--- config.mk ---
export PLATFORM = sky130hd
export DESIGN_NAME = lr_sigmoid_classifier_flat
export DESIGN_NICKNAME = d
export VERILOG_FILES = /design/src/rtl/lr_sigmoid_classifier_if.sv /design/src/rtl/lr_sigmoid_classifier.sv /design/src/flat_wrapper.sv
export SDC_FILE = /design/constraint.sdc
export NUM_CORES = 1
export LEC_CHECK = 0
export ABC_CLOCK_PERIOD_IN_PS = 2200
export BUFFER_PORTS_ARGS = -buffer_cell sky130_fd_sc_hd__buf_2
export CORE_MARGIN = 5
export CORE_UTILIZATION = 50
export CTS_CLUSTER_DIAMETER = 40
export CTS_CLUSTER_SIZE = 16
export DETAILED_ROUTE_END_ITERATION = 6
export MAX_ROUTING_LAYER = met4
export PLACE_DENSITY_LB_ADDON = 0.1
export SETUP_SLACK_MARGIN = 0.4
export SYNTH_ARGS = -nofsm -noshare
export SYNTH_HDL_FRONTEND = slang
export SYNTH_SLANG_ARGS = --single-unit
--- constraint.sdc ---
create_clock -name clk -period 2.2 [get_ports clk]
set_input_delay 0.44 -clock clk [delete_from_list [all_inputs] [get_ports clk]]
set_output_delay 0.44 -clock clk [all_outputs]
set_load 0.03 [all_outputs]
--- src/rtl/lr_sigmoid_classifier_if.sv ---
// Handshake bundle for the sigmoid hypothesis stage: the sample input side
// (in_valid/in_ready/hprime) and the result output side
// (out_valid/out_ready/prob/label).
interface lr_sigmoid_classifier_if;
  logic        in_valid;
  logic        in_ready;
  logic [31:0] hprime;
  logic        out_valid;
  logic        out_ready;
  logic [16:0] prob;
  logic        label;

  // Producer/consumer view (test driver, upstream and downstream glue)
  modport master (
    output in_valid, hprime, out_ready,
    input  in_ready, out_valid, prob, label
  );

  // The classifier itself
  modport slave (
    input  in_valid, hprime, out_ready,
    output in_ready, out_valid, prob, label
  );
endinterface

--- src/rtl/lr_sigmoid_classifier.sv ---
// Three-stage hypothesis pipeline: |hprime| -> PLAN sigmoid segment ->
// symmetry + threshold. One global enable moves every stage together,
// so a stalled output freezes the whole pipe and back-pressure reaches
// in_ready combinationally. Delivered samples and positive decisions are
// tallied in wrapping counters.
module lr_sigmoid_classifier #(
  parameter int          FRAC   = 16,
  parameter logic [16:0] THRESH = 17'h08000,
  parameter int          CNT_W  = 16
) (
  input  logic                   clk,
  input  logic                   rst,
  lr_sigmoid_classifier_if.slave bus,
  input  logic                   clear_cnt,
  output logic [CNT_W-1:0]       cnt_total,
  output logic [CNT_W-1:0]       cnt_pos
);

  // 1.0 in the Q1.16 output format
  localparam logic [16:0] ONE = 17'(1 << FRAC);

  logic             adv;
  logic             v1_reg, v2_reg, v3_reg;
  logic             s1_reg, s2_reg;
  logic [31:0]      a1_reg;
  logic [16:0]      y2_reg;
  logic [16:0]      prob_reg;
  logic             label_reg;
  logic [31:0]      a_next;
  logic [16:0]      y_next;
  logic [16:0]      prob_next;
  logic             label_next;
  logic [CNT_W-1:0] cnt_total_reg, cnt_pos_reg;

  // The pipe moves whenever the output slot is empty or being consumed
  assign adv          = !v3_reg | bus.out_ready;
  assign bus.in_ready = adv;

  assign bus.out_valid = v3_reg;
  assign bus.prob      = prob_reg;
  assign bus.label     = label_reg;
  assign cnt_total     = cnt_total_reg;
  assign cnt_pos       = cnt_pos_reg;

  // S1 input: magnitude of hprime; -2^31 has no positive twin, so clamp it
  always_comb begin
    a_next = bus.hprime;
    if (bus.hprime[31]) begin
      a_next = (bus.hprime == 32'h8000_0000) ? 32'h7FFF_FFFF
                                             : (~bus.hprime + 32'd1);
    end
  end

  // S2 input: PLAN segment select; boundary points fall in the upper segment.
  // Below 5.0 the magnitude fits in 19 bits, so the shifted slices below
  // carry every significant bit of the truncated shift.
  always_comb begin
    y_next = ONE;
    if (a1_reg >= 32'h0005_0000) begin
      y_next = ONE;
    end else if (a1_reg >= 32'h0002_6000) begin
      y_next = a1_reg[21:5] + 17'h0D800;
    end else if (a1_reg >= 32'h0001_0000) begin
      y_next = a1_reg[19:3] + 17'h0A000;
    end else begin
      y_next = a1_reg[18:2] + 17'h08000;
    end
  end

  // S3 input: mirror negative inputs about 0.5 and take the decision
  always_comb begin
    prob_next  = s2_reg ? (ONE - y2_reg) : y2_reg;
    label_next = (prob_next >= THRESH);
  end

  // Pipeline registers: all stages advance together or all hold
  always_ff @(posedge clk) begin
    if (rst) begin
      v1_reg    <= 1'b0;
      v2_reg    <= 1'b0;
      v3_reg    <= 1'b0;
      s1_reg    <= 1'b0;
      s2_reg    <= 1'b0;
      a1_reg    <= '0;
      y2_reg    <= '0;
      prob_reg  <= '0;
      label_reg <= 1'b0;
    end else if (adv) begin
      v1_reg    <= bus.in_valid;
      s1_reg    <= bus.hprime[31];
      a1_reg    <= a_next;
      v2_reg    <= v1_reg;
      s2_reg    <= s1_reg;
      y2_reg    <= y_next;
      v3_reg    <= v2_reg;
      prob_reg  <= prob_next;
      label_reg <= label_next;
    end
  end

  // Delivery counters; a clear wins over a same-cycle delivery
  always_ff @(posedge clk) begin
    if (rst || clear_cnt) begin
      cnt_total_reg <= '0;
      cnt_pos_reg   <= '0;
    end else if (v3_reg && bus.out_ready) begin
      cnt_total_reg <= cnt_total_reg + 1'b1;
      cnt_pos_reg   <= cnt_pos_reg + CNT_W'(label_reg);
    end
  end

endmodule

--- src/flat_wrapper.sv ---
// flat-port wrapper written by rule: the top's interface ports become plain ports
module lr_sigmoid_classifier_flat 
#(
  parameter int          FRAC   = 16,
  parameter logic [16:0] THRESH = 17'h08000,
  parameter int          CNT_W  = 16
)
  (clk, rst, clear_cnt, cnt_total, cnt_pos, bus_in_valid, bus_hprime, bus_out_ready, bus_in_ready, bus_out_valid, bus_prob, bus_label);
  lr_sigmoid_classifier_if bus_i ();
  input  logic clk;
  input  logic rst;
  input  logic clear_cnt;
  output logic [CNT_W-1:0] cnt_total;
  output logic [CNT_W-1:0] cnt_pos;
  input wire logic [$bits(bus_i.in_valid)-1:0] bus_in_valid;
  input wire logic [$bits(bus_i.hprime)-1:0] bus_hprime;
  input wire logic [$bits(bus_i.out_ready)-1:0] bus_out_ready;
  output wire logic [$bits(bus_i.in_ready)-1:0] bus_in_ready;
  output wire logic [$bits(bus_i.out_valid)-1:0] bus_out_valid;
  output wire logic [$bits(bus_i.prob)-1:0] bus_prob;
  output wire logic [$bits(bus_i.label)-1:0] bus_label;
  assign bus_i.in_valid = bus_in_valid;
  assign bus_i.hprime = bus_hprime;
  assign bus_i.out_ready = bus_out_ready;
  assign bus_in_ready = bus_i.in_ready;
  assign bus_out_valid = bus_i.out_valid;
  assign bus_prob = bus_i.prob;
  assign bus_label = bus_i.label;
  lr_sigmoid_classifier #(.FRAC(FRAC), .THRESH(THRESH), .CNT_W(CNT_W)) u_core (.clk(clk), .rst(rst), .bus(bus_i), .clear_cnt(clear_cnt), .cnt_total(cnt_total), .cnt_pos(cnt_pos));
endmodule
==> flow_metrics.py <==
metrics = {
    "outcome": {
        "status": "complete, no violations",
    },
    "hold_path": {
        "hold_path.class": "in -> reg",
    },
    "synthesis": {
        "synth_largest_area_cell": "dfxtp_1",
        "synth-main-ff-cell": "dfxtp_1",
        "ys_ff_latch": 104,
        "syn-cell-area_um2": 5495,
        "synth_edf_count": 0,
        "ys_seq_area_share_pct": 37.89,
        "synth-async-reset-ratio_pct": 0,
        "syn_area_per_cell_um2": 8.377,
        "synthCells": 656,
        "synth_fp_nets": 706,
        "ys_warn_count": 0,
        "yosys-top-cells-area": "dfxtp_1, xor2_1, a211oi_1",
        "ys_types": 55,
        "synth_top_cell_area_share_pct": 37.89,
    },
    "grt": {
        "gr-usage-all-layers_pct": 22.40,
        "grt_pass1_vias": 5056,
        "overflow": 0,
        "top_usage_layer": "met2",
        "global_route.usage.met1_pct": 29.46,
        "grt_max_degree": 41,
        "antenna_found_initial": 0,
        "use_met3_pct": 1.947,
        "met2_usage_pct": 36.36,
        "grt_pass1_wl_mm": 23.93,
    },
    "final_layout": {
        "drive_above_1_share_pct": 35.24,
        "fin_nets": 831,
        "final_cell_mix": "dfxtp_1, buf_2, nor2_1",
        "diodes": 0,
        "layout_commonest_cell": "dfxtp_1",
        "largest_reg_flops": 32,
        "syn_to_final_growth_pct": 34.77,
    },
    "setup_path": {
        "cp_data_arrival_time_ns": 2.41,
        "critical_path.endpoint_type": "flop",
        "crit_fanout": 2,
        "worst-endpoint-required_ns": 2.51,
        "max_stage_delay_ns": 0.50,
        "rrSetupSlack_ns": 0.10,
        "worstSetupStartpointType": "flop",
        "crit_type": "reg -> reg",
        "critPathSlowestCell": "or4_4",
        "crit_chain": "inv_2, ha_4, or4b_4, or2_4, or4_4, and3_4, a21oi_2",
    },
    "placed_design": {
        "port_buffers": 88,
        "hpwl_mm": 9.916,
        "place_congestion": 0.8687,
    },
    "floorplan": {
        "die_y_um": 114.8,
        "die_area_um2": 13190,
        "std_cell_rows": 38,
        "die_w_um": 114.8,
        "num_io_pins": 89,
        "initial_core_util_pct": 50.92,
        "core_area_um2": 10790,
    },
    "route": {
        "ant_nets": 0,
        "dr.pass1.iters": 5,
        "wl_per_cell_um": 15.75,
        "via_count": 5312,
        "drt-initial-drc-count": 275,
        "drc": 0,
        "routed_wl_mm": 14.58,
        "viasPerCell": 5.737,
    },
    "timing": {
        "skew_ns": 0.006977,
        "finalCriticalPeriod_ns": 2.097,
        "max_clock_freq_mhz": 476.8,
        "maxSlewHeadroom_pct": 57.00,
        "finalMaxSlewViolations": 0,
        "hold_viol_final": 0,
        "hold_ws_ns": 0.3288,
        "rsz0062_at_grt": "true",
        "finalSetupViolCount": 0,
        "tightest_slew_ns": 0.6288,
        "finalSetupTns_ns": 0,
        "post-route-period-util_pct": 95.34,
    },
    "clock_network": {
        "cts_made_buffers": 9,
        "root_buffer": "clkbuf_8",
        "clk_pin_slew_ns": 0.10,
        "cts_tree": "yes",
        "clock-sinks": 104,
        "clk_latency_ns": 0.37,
        "ctsHtreeMaxLevel": 3,
        "clockBufferDepth": 2,
        "cts_hold_buf": 0,
    },
    "power": {
        "power_leakage_nw": 2.945,
        "power.density_nw_per_um2": 526.3,
        "max-vdd-ir-drop_mv": 0.4389,
    },
    "flow_run": {
        "cap_violations": 0,
    },
}
[through the flow]
step / power [W] / setup WS, ns / instance area [µm²] / instances / utilization [%]
after floorplan: 0.002405 / 0.1524 / 5821 / 656 / -
after global placement: 0.002573 / 0.09442 / 6481 / 876 / 60.05
after detailed placement: 0.002590 / 0.05680 / 6481 / 876 / 60.05
after CTS: 0.003866 / 0.1171 / 7147 / 918 / 66.22
after global routing: 0.004073 / 0.05230 / 7406 / 926 / 68.62
final: 0.003898 / 0.1026 / 7406 / 926 / 68.62
[cell type report]
cell class | count | area [µm²]
multi-input cells | 493 | 3779
fillers | 845 | 3387
flip-flops and latches | 104 | 2107
repair buffers | 157 | 1072
well taps | 140 | 175.2
clock buffers | 9 | 123.9
clock inverters | 7 | 80.08
inverters | 16 | 68.82
[report_power, final]
| group | switching (W) | internal (W) |
|---|---|---|
| Sequential | 0.0000870 | 0.00195 |
| Clock | 0.000704 | 0.000538 |
| Combinational | 0.000341 | 0.000276 |
[cell families after synthesis]
group	count (synthesis)	share of synthesized area (%)
simple gates	235	20.97
compound gates	168	21.47
flops	104	37.89
xor+xnor	66	10.52
buf+inv	59	4.167
fa+ha+maj	13	2.960
mux	11	2.026
[layer usage]
layer | up-vias | share of wire, %
li1 | 2639 | -
met1 | 2510 | 45
met2 | 137 | 49
met3 | 26 | 5.0
met4 | 0 | 1.7
met5 | - | 0
[timing repair]
| action | in CTS | in global routing |
|---|---|---|
| gates resized for setup | 53 | 33 |
| endpoints found under the setup margin | 31 | 40 |
| cloned | 2 | 0 |
| pin swaps | 26 | 18 |
| setup buffers | 24 | 8 |
[path summary, 6_finish.rpt]
check | from | to | cells past startpoint
max | u_core.y2_reg[0] | u_core.bus.label | 7
min | bus_in_valid | u_core.v1_reg | 3
max reg2reg | u_core.y2_reg[0] | u_core.bus.label | 7
min reg2reg | u_core.s2_reg | u_core.s2_reg | 2
[Yosys cell counts, drive strengths merged, types with 5 or more instances]
cell    number
a211oi      43
a21oi       30
a221oi      16
and3         5
buf          8
clkbuf      35
dfxtp      104
ha          13
inv         15
mux2i       10
nand2       62
nand2b       8
nand3       10
nand4       13
nor2        73
nor3        11
nor4        12
o21ai       30
o31ai       14
o41ai       11
or2          6
or3         15
xnor2       16
xor2        50
[critical path: cells and delay by family (launching register included)]
family	cells	cell delay (ns)
AND/OR/NAND/NOR	4	1.40
flip-flops	1	0.34
adder cells (fa/ha/maj)	1	0.13
AO/OA/AOI/OAI	1	0.11
buffers and inverters	1	0.07
Note: power is estimated with default switching activity, not from simulation.
